===== src/rtl/fetch_stage.sv =====
// fetch_stage: IF stage owning the PC, driving a 1-cycle ROM, holding across stalls, pre-decoding type.
// Optional static j/jal redirect at fetch when FETCH_PREDICT_EN is defined.
module fetch_stage #(
  parameter logic [31:0] RESET_PC = 32'h0,
  parameter int          IMEM_AW  = 12,
  parameter logic [31:0] NOP_WORD = 32'h0
) (
  input  logic               clock,
  input  logic               reset,
  input  logic               stall,
  input  logic               redirect_valid,
  input  logic [31:0]        redirect_pc,
  output logic [IMEM_AW-1:0] imem_addr,
  input  logic [31:0]        imem_data,
  output logic [31:0]        pc_out,
  output logic [31:0]        ir_out,
  output logic [1:0]         type_out,
  output logic               valid_out,
  output logic               fd_flush,
  output logic               pred_taken
);
  logic [31:0] fpc_q, fpc_d, inf_pc_q, inf_pc_d, hold_ir_q, hold_ir_d;
  logic        inf_valid_q, inf_valid_d, held_q, held_d;
  logic [4:0]  op;
  logic        predict;
  always_comb begin
    imem_addr = fpc_q[IMEM_AW-1:0];
    ir_out = !inf_valid_q ? NOP_WORD : (held_q ? hold_ir_q : imem_data);
    valid_out = inf_valid_q;
    pc_out = inf_pc_q + 32'd1;
    fd_flush = redirect_valid;
    op = ir_out[31:27];
    type_out = !inf_valid_q ? 2'b00 :
               (op == 5'b00010 || op == 5'b00110) ? 2'b01 :
               (op == 5'b00001 || op == 5'b00011 || op == 5'b00100 || op == 5'b10110) ? 2'b10 :
               (op == 5'b00111 || op == 5'b01000) ? 2'b11 : 2'b00;
`ifdef FETCH_PREDICT_EN
    pred_taken = inf_valid_q && (op == 5'b00001 || op == 5'b00011);
`else
    pred_taken = 1'b0;
`endif
    predict = pred_taken && !stall && !redirect_valid;
    fpc_d = fpc_q;
    inf_pc_d = inf_pc_q;
    inf_valid_d = inf_valid_q;
    hold_ir_d = hold_ir_q;
    held_d = held_q;
    if (redirect_valid) begin
      fpc_d = redirect_pc;
      inf_valid_d = 1'b0;
      held_d = 1'b0;
    end else if (stall) begin
      // only capture on entry from RUN; ROM re-reads fpc so the live word must be parked
      if (inf_valid_q && !held_q) begin
        hold_ir_d = imem_data;
        held_d = 1'b1;
      end
    end else if (predict) begin
      fpc_d = {5'b0, ir_out[26:0]};
      inf_valid_d = 1'b0;
      held_d = 1'b0;
    end else begin
      inf_pc_d = fpc_q;
      inf_valid_d = 1'b1;
      held_d = 1'b0;
      fpc_d = fpc_q + 32'd1;
    end
  end
  always_ff @(posedge clock or posedge reset) begin
    if (reset) begin
      fpc_q <= RESET_PC;
      inf_pc_q <= '0;
      inf_valid_q <= 1'b0;
      hold_ir_q <= '0;
      held_q <= 1'b0;
    end else begin
      fpc_q <= fpc_d;
      inf_pc_q <= inf_pc_d;
      inf_valid_q <= inf_valid_d;
      hold_ir_q <= hold_ir_d;
      held_q <= held_d;
    end
  end
endmodule


===== config.mk =====
export PLATFORM = sky130hd
export DESIGN_NAME = fetch_stage
export DESIGN_NICKNAME = d
export VERILOG_FILES = /design/src/rtl/fetch_stage.sv
export SDC_FILE = /design/constraint.sdc
export NUM_CORES = 1
export LEC_CHECK = 0
export CELL_PAD_IN_SITES_DETAIL_PLACEMENT = 1
export CELL_PAD_IN_SITES_GLOBAL_PLACEMENT = 2
export CORE_MARGIN = 2
export CORE_UTILIZATION = 31
export CTS_BUF_LIST = sky130_fd_sc_hd__clkbuf_8
export CTS_CLUSTER_DIAMETER = 50
export DETAILED_ROUTE_END_ITERATION = 10
export GPL_TIMING_DRIVEN = 0
export HOLD_SLACK_MARGIN = 0.03
export PLACE_DENSITY = 0.9
export SYNTH_ARGS = -nofsm -noshare
export SYNTH_HDL_FRONTEND = slang
export SYNTH_SLANG_ARGS = --single-unit

===== constraint.sdc =====
create_clock -name clock -period 3.93 [get_ports clock]
set_input_delay 0.786 -clock clock [delete_from_list [all_inputs] [get_ports clock]]
set_output_delay 0.786 -clock clock [all_outputs]
set_load 0.03 [all_outputs]

=== Yosys cells after proc, flatten, opt, wreduce, memory -nomap -nowiden ===
Index checks and enable logic that the tools add are counted.

* Muxes and demuxes: 13
* Bitwise gates (word level): 2
* $add $sub $neg: 2
* Reductions and logical operators: 9
* Equality and inequality tests: 10

{| class="wikitable"
|+ Operator list
! kind !! number
|-
| $mux W32 || 4
|-
| $add A32 B1 Y32 const B || 2
|-
| $eq A5 B3 Y1 const B || 3
|-
| $eq A5 B2 Y1 const B || 2
|-
| $mux W2 || 4
|-
| $eq A5 B1 Y1 const B || 1
|-
| $eq A5 B4 Y1 const B || 1
|-
| $eq A5 B5 Y1 const B || 1
|-
| $logic_or A1 B1 Y1 || 5
|-
| $mux W1 || 5
|-
| $ne A3 B1 Y1 const B || 1
|-
| $reduce_and A3 Y1 || 1
|-
| $ne A2 B1 Y1 const B || 1
|-
| $not A1 Y1 || 2
|-
| $reduce_and A2 Y1 || 1
|-
| $logic_and A1 B1 Y1 || 1
|-
| $logic_not A1 Y1 || 1
|}

* Input bits: 68
* Output and inout bits: 81
* Register bits: 98

=== Depth between registers and ports, before layout ===
* Depth after elaboration: 9
* Gate-level depth with buffers: 8
* Depth with buffers taken out: 5

=== Least setup slack after synthesis ===
No wires, ideal clock.

* Path kind: input to output
* From: input port imem_data[27]
* To: output port type_out[1]
* Cell stages on the path: 5
* Arrival time: 2,351 ps
* Path slack: 793 ps
* Path buffers: 0
* Required time: 3,144 ps
* Cells stage by stage: mux2_2 nand2_1 inv_1 or4_1 o221ai_1

* Cells in the longest elaborated chain, start to end: 9

{| class="wikitable"
|+ Ends and longest elaborated chain
! what !! RTL line !! RTL
|-
| start: declaration || 14 || <nowiki>input logic [31:0] imem_data,</nowiki>
|-
| $mux W32 * (2 in series) || 28 || <nowiki>ir_out = !inf_valid_q ? NOP_WORD : (held_q ? hold_ir_q : imem_data);</nowiki>
|-
| net ir_out[27] || 16 || <nowiki>output logic [31:0] ir_out,</nowiki>
|-
| $eq A5 B1 Y1 / $eq A5 B2 Y1 (equally long branches) || 35 || <nowiki>(op == 5'b00001 || op == 5'b00011 || op == 5'b00100 || op == 5'b10110) ? 2'b10 :</nowiki>
|-
| $logic_or A1 B1 Y1 (3 in series) || 35 ||
|-
| $mux W2 || 35 ||
|-
| $mux W2 * || 34 || <nowiki>(op == 5'b00010 || op == 5'b00110) ? 2'b01 :</nowiki>
|-
| $mux W2 * || 33 || <nowiki>type_out = !inf_valid_q ? 2'b00 :</nowiki>
|-
| end: declaration || 17 || <nowiki>output logic [1:0] type_out,</nowiki>
|}

The timed path passes the listed nets; every way through them passes the cells marked *.

=== Worst setup path in the final report ===
* From: register held_q
* To: output port ir_out[20]

* Cells in the longest elaborated chain, start to end: 2

{| class="wikitable"
|+ Ends and longest elaborated chain
! what !! RTL line !! RTL
|-
| start: declaration || 23 || <nowiki>logic inf_valid_q, inf_valid_d, held_q, held_d;</nowiki>
|-
| start signal: assignment || 81 || <nowiki>held_q <= held_d;</nowiki>
|-
| $mux W32 (2 in series) || 28 ||
|-
| end: declaration || 16 ||
|}

No other way between the ends.

==> impl_metrics.py <==
metrics = {
    "status": {
        "outcome": "complete, no violations",
    },
    "timing": {
        "max_slew_margin_pct": 40.24,
        "skew_ns": 0.007238,
        "post-route-min-period_ns": 3.661,
        "max_freq_mhz": 273.1,
        "maxSlewViolCount": 0,
        "worstMarginPinSlew_ns": 0.8839,
        "finalSetupViolCount": 0,
        "rsz0062_at_grt": "false",
        "finalHoldViolations": 0,
        "fin_crit_sh_pct": 93.17,
    },
    "worst_setup_path": {
        "worstPathRequired_ns": 3.14,
        "rr_startpoint": "fpc_q[0]",
        "slowest_delay_ns": 0.70,
        "critPathKind": "reg -> out",
        "cp_slowest_cell": "clkdlybuf4s50_1",
        "critPathTopFamily": "buffers and inverters",
        "startpoint_type": "flop",
        "endpoint_kind": "output port",
        "worstPathArrival_ns": 2.88,
        "critical_path_peak_fanout": 10,
        "crit_buf_inv": 3,
        "crit_path_start": "held_q",
        "worstPathCellList": "buf_2, buf_1, mux2i_1, nor2_1, clkdlybuf4s50_1",
    },
    "clock_tree": {
        "clockRootBuffer": "clkbuf_8",
        "cts_sinks": 98,
        "cts_max_level": 3,
        "path_clk_slew_ns": 0.09,
        "clk_latency_ns": 0.38,
        "post_cts.repair.setup_buffers": 0,
        "clock_path_buffers": 2,
        "cts_buffers": 9,
        "tritoncts": "done",
    },
    "min_path": {
        "hp-class": "reg -> reg",
        "hp-start": "hold_ir_q[23]",
    },
    "placed_design": {
        "portBuffers": 145,
        "place_inst": 915,
        "hpwl_um": 12950,
        "gp_congestion": 0.8141,
        "placement.cell_area_sq_mm": 0.007283,
    },
    "synth": {
        "synth_compound_area_share_pct": 6.301,
        "synth_top_family_by_area": "multiplexers",
        "synth-xor-area-share_pct": 6.822,
        "syn_avg_cell_area_sq_um": 10.15,
        "synth_top_flop_cell": "dfrtp_1",
        "syn_area_sq_mm": 0.005520,
        "syn_nets": 614,
        "yosysSeqAreaShare_pct": 44.42,
        "synthAdderAreaFrac_pct": 0.4533,
        "netlist_instances": 544,
        "synth_cell_type_count": 42,
        "synth_edf_count": 0,
        "yosys.area_share.simple_pct": 18.25,
        "synthMuxAreaShare_pct": 18.68,
        "synth_warnings": 0,
        "async_reset_ff_share_pct": 100.0,
        "synth-seq-cells": 98,
    },
    "global_route": {
        "antenna_found_initial": 0,
        "first_global_vias": 5134,
        "grt_max_degree": 72,
        "grt_pass1_wl_um": 27270,
        "grt-ovfl-total": 0,
        "track_usage_pct": 18.63,
    },
    "power": {
        "vdd_drop_max_mv": 0.2117,
        "cellLeakagePower_uw": 0.002910,
        "power.density_mw_per_mm2": 398.7,
    },
    "routing": {
        "ant_nets": 0,
        "route.detailed.drc": 0,
        "post_drt_wl_per_cell_um": 18.22,
        "drt-initial-drc-count": 126,
        "vias_per_cell": 5.128,
        "firstDrtPassIters": 4,
        "vias": 4769,
        "totalWireLength_um": 16940,
    },
    "floorplan": {
        "coreArea_sq_mm": 0.01736,
        "num_io_pins": 149,
        "dieArea_sq_mm": 0.01889,
        "row_count": 48,
        "die_x_um": 137.4,
        "die_height_um": 137.4,
        "initial_utilization_pct": 31.81,
    },
    "final_layout": {
        "finalInstanceArea_sq_mm": 0.007495,
        "drive_gt1_share_pct": 15.04,
        "nets": 770,
        "final_cell_mix": "clkdlybuf4s50_1 (143), dfrtp_1 (98), mux2_2 (64)",
        "final_cells": 930,
        "antenna_cells": 0,
        "synthToLayoutAreaGrowth_pct": 35.77,
        "final_common_cell": "clkdlybuf4s50_1",
    },
    "job": {
        "drv_cap": 0,
    },
}
flip-flops by register name, indices dropped and copies added (netlist names):
name and flops:
valid_out 1, inf_pc_q 32, held_q 1, fpc_q 32
hold_ir_q 32
kinds of logic (layout without fill, tap and decap cells):
kind of cell | after synthesis | after routing
xor+xnor | 43 | 43
other cells | 1 | 1
compound gates | 54 | 54
mux | 95 | 95
buf+inv | 57 | 218
fa+ha+maj | 2 | 2
flops | 98 | 98
simple gates | 194 | 194
metal layers:
| layer | share of wire [%] | wire, um | global-route usage, % | up-vias |
|---|---|---|---|---|
| met2 | 50 | 8506 | 31.79 | 110 |
| li1 | - | - | - | 2247 |
| met4 | 1.9 | 318 | 5.212 | 0 |
| met1 | 44 | 7502 | 23.78 | 2390 |
| met3 | 3.6 | 616 | 4.010 | 22 |
| met5 | 0 | 0 | 0 | - |
power by group:
group	switching (uW)	total [uW]	internal [uW]
Combinational	467	928	461
Sequential	182	1360	1180
Clock	370	696	326
Total	1020	2990	1970
area by class of cell:
class	instances	area, sq um
multi-input cells	389	2796
well taps	225	281.5
repair buffers	146	1484
clock inverters	5	53.80
fillers	1933	9862
plain buffers	46	235.2
flip-flops and latches	98	2452
clock buffers	11	151.4
inverters	10	40.04
worst reg2reg max path, cell delays in order, from the launching register on:
cell	delay [ns]
dfrtp_1	0.47
and3b_1	0.21
clkbuf_1	0.18
nand4_1	0.17
clkbuf_1	0.38
clkbuf_1	0.49
o31ai_1	0.16
a31oi_1	0.20
timing repair:
action	4_1_cts	5_1_grt
endpoints found under the hold margin	0	0
hold buffers	0	0
endpoints found under the setup margin	1	5
gates resized for setup	1	2
synth_stat cells, types with 2 or more instances:
cell type,count,area share (%)
a21oi_1,3,0.27
a31oi_1,12,1.4
and2_1,4,0.45
and3_1,7,0.79
and4_1,9,1.4
buf_1,3,0.20
buf_2,7,0.63
buf_4,14,1.9
clkbuf_1,22,1.5
dfrtp_1,98,44
ha_1,2,0.45
inv_1,10,0.68
mux2_2,64,13
mux2i_1,31,5.6
nand2_1,42,2.9
nand3_1,26,2.4
nand4_1,19,2.2
nor2_1,49,3.3
nor3_1,6,0.54
nor4_1,5,0.57
o211ai_1,6,0.82
o21ai_0,17,1.5
o31ai_1,11,1.5
or4_1,18,2.4
xnor2_1,26,4.1
xor2_1,17,2.7
path summary, 6_finish.rpt:
check                                end  slack, ns  cells after the start
max                           ir_out[20]       0.27                      5
min                        hold_ir_q[23]       0.52                      1
max reg2reg                    fpc_q[21]       1.59                      7
min reg2reg                hold_ir_q[23]       0.52                      1
max in group asynchronous   inf_pc_q[21]       2.50                      3
min in group asynchronous  hold_ir_q[10]       0.74                      2
per-stage QoR:
stage	utilization (%)	hold slack [ns]	setup TNS (ns)	power (uW)	worst slack, ns
final	43.18	0.5170	0	2988	0.2685
after global routing	43.18	0.5375	0	3146	0.09969
after CTS	43.17	0.5204	0	3020	0.03011
after detailed placement	41.96	0.4998	0	2319	0.04786
after global placement	41.79	0.4844	-93.50	2273	-0.9623
after floorplan	-	0.4750	0	1908	0.5819
No activity file was read; power rests on OpenSTA's default activity.
==> RTL edit (same settings) <==
Change the parameter `IMEM_AW` from 12 to 13.
--- a/src/rtl/fetch_stage.sv
+++ b/src/rtl/fetch_stage.sv
@@ -2,7 +2,7 @@
 // Optional static j/jal redirect at fetch when FETCH_PREDICT_EN is defined.
 module fetch_stage #(
   parameter logic [31:0] RESET_PC = 32'h0,
-  parameter int          IMEM_AW  = 12,
+  parameter int          IMEM_AW  = 13,
   parameter logic [31:0] NOP_WORD = 32'h0
 ) (
   input  logic               clock,
Ports: changed (resized imem_addr); port bits go from 149 to 150. No check against the original RTL was run, so the function may have changed too.
==> RTL edit against the original RTL <==
- utilization is 0.16 points higher
- routed wire length is 0.35% lower
- highest routed layer unchanged
- worst setup slack worse by 0.16 ns
- design area is 0.37% higher
- synthesized area is 0.14% higher
- critical path depth is 2 higher
- count of clock-buffer cells in the layout is 1 lower
- sequential cell count stayed put
- die area is 0.13% higher
- total power is 1.4% higher
- largest power group unchanged
==> RTL edit: results (changes against the original RTL) <==
* CP Data Arrival Time at 3.03 ns (+0.15 ns)
* Postcts setup bufs at 0 (unchanged)
* Clk slew on worst S/H paths at 0.09 ns (about the same)
* # port buffers at 146 (+0.69%)
* Top flop regs: fpc_q: 32 flops, hold_ir_q: 32 flops, inf_pc_q: 32 flops
* Worst vdd ir at 0.250 mV (+18%)
* Leak pwr at 2.92 nW (+0.22%)
* Post-Route Skew at 0.00625 ns (-0.000990 ns)
* Post-layout minimum cycle time at 3.82 ns (+0.156 ns)
* Clock Root Buffer: clkbuf_8
* Post-synth ARST share at 100% (unchanged)
* Nets at 772 (+0.26%)
* Antenna violations before repair at 0 (unchanged)
* Crit path to: type_out[0]
* R2R Path End: fpc_q[31]
* DR vias/cell at 5.18 (+1.1%)
* DR pass1 iterations at 4 (unchanged)
* Post-Place Setup Slack at 0.0816 ns (+0.0337 ns)
* CP max FO at 3 (-7)
* Global-route wire length before repair at 27,400 um (+0.66%)
* CP Launch Point: imem_data[27]
* Status: complete, no violations
* Yosys warns at 0 (unchanged)
* Num CTS Buffers at 9 (unchanged)
* Reg2Reg Launch Point: fpc_q[0]
* FF-to-FF setup slack at 1.57 ns (-0.02 ns)
* Post-synth cell types at 42 (unchanged)
* Syn nets at 615 (+0.16%)
* Seq/Total Area, Yosys at 44.4% (-0.060 points)
* GPL Wtd Cong at 0.807 (-0.87%)
* Routed len/inst at 18.1 um (-0.56%)
* Vias in the first global route at 5,175 (+0.80%)
* Max clock buf depth at 2 (unchanged)
* Synth area leaders: dfrtp_1 44%, mux2_2 13%, mux2i_1 5.6%
* Layout cells sized above 1 at 15.3% (+0.24 points)
* FILL cells at 1,945 (+0.62%)
* Dpl hpwl at 12,900 um (-0.46%)
* Reg2reg path depth at 7 (unchanged)
* Gr usage total at 18.6% (-0.039 points)
* Syn avg cell area at 10.1 um2 (about the same)
* Initial DRC Count at 223 (+77%)
* Slew headroom at 40.5% (+0.23 points)
* Largest net degree at the start of global routing at 64 (-11%)
-- RTL edit: changes by cell type in the layout (fill, tap and decap cells not counted), sizes merged --
cell,before,now
clkinv,1,4
inv,11,10
clkbuf,33,32
buf,25,26
clkdlybuf4s50,143,145
dlymetal6s2s,2,1
bufinv,1,2
clkinvlp,2,0
-- RTL edit: worst min-delay path by stage --
stage,start,endpoint,depth (start not counted)
after floorplan,hold_ir_q[27],hold_ir_q[27],1
after global placement,hold_ir_q[30],hold_ir_q[30],1
after detailed placement,hold_ir_q[27],hold_ir_q[27],1
after CTS,hold_ir_q[4],hold_ir_q[4],1
after global routing,hold_ir_q[27],hold_ir_q[27],1
final,hold_ir_q[27],hold_ir_q[27],1
-- RTL edit: cell families (layout without fill, tap and decap cells) --
| logic type | after synthesis | in the layout | synth area share (%) |
|---|---|---|---|
| multiplexers | 95 | 95 | 18.7 |
| other | 1 | 1 | 0.0678 |
| adder cells (fa/ha/maj) | 2 | 2 | 0.453 |
| XOR/XNOR | 43 | 43 | 6.81 |
| buffers and inverters | 58 | 220 | 5.14 |
| flip-flops | 98 | 98 | 44.4 |
| AO/OA/AOI/OAI | 54 | 54 | 6.29 |
| AND/OR/NAND/NOR | 194 | 194 | 18.2 |
-- RTL edit: per-layer routing --
layer | share of wire (%) | GRT usage [%]
met5 | 0 | 0
met4 | 1.0 | 4.47
met3 | 4.2 | 3.68
met2 | 50 | 32.2
met1 | 45 | 23.9
-- RTL edit: final cells by class --
type                            instances  area [um2]  area share (%)
Inverter                               10        40.0           0.532
Tap cell                              225         282            3.74
Clock inverter                          6        80.1            1.06
Timing Repair Buffer                  147        1490            19.8
Clock buffer                           10         138            1.83
Buffer                                 47         243            3.23
Multi-Input combinational cell        389        2800            37.2
Sequential cell                        98        2450            32.6
-- RTL edit: what timing repair did --
action	CTS	global route
resized for setup	0	2
hold endpoints to repair	0	0
setup endpoints to repair	0	14
-- RTL edit: power by group --
part           switching [mW]  internal (mW)  total (mW)
sequential              0.184           1.18        1.37
combinational           0.468          0.464       0.932
clock                   0.361          0.372       0.733
total                    1.01           2.02        3.03
-- RTL edit: through the flow --
stage	util, %	std cells	area (um2)	hold WS [ns]
final	43.3	932	7520	0.512
after global routing	43.3	932	7520	0.541
after CTS	43.3	933	7520	0.518
after detailed placement	42.1	917	7300	0.494
after global placement	41.9	916	7270	0.485
after floorplan	-	545	5530	0.475
-- RTL edit: worst max-delay path, stage by stage --
cell and delay (ns):
clkdlybuf4s50_1 0.41, mux2_2 0.26, nand2_1 0.11, inv_1 0.09, or4_1 0.51, a21oi_1 0.17, clkdlybuf4s50_1 0.68
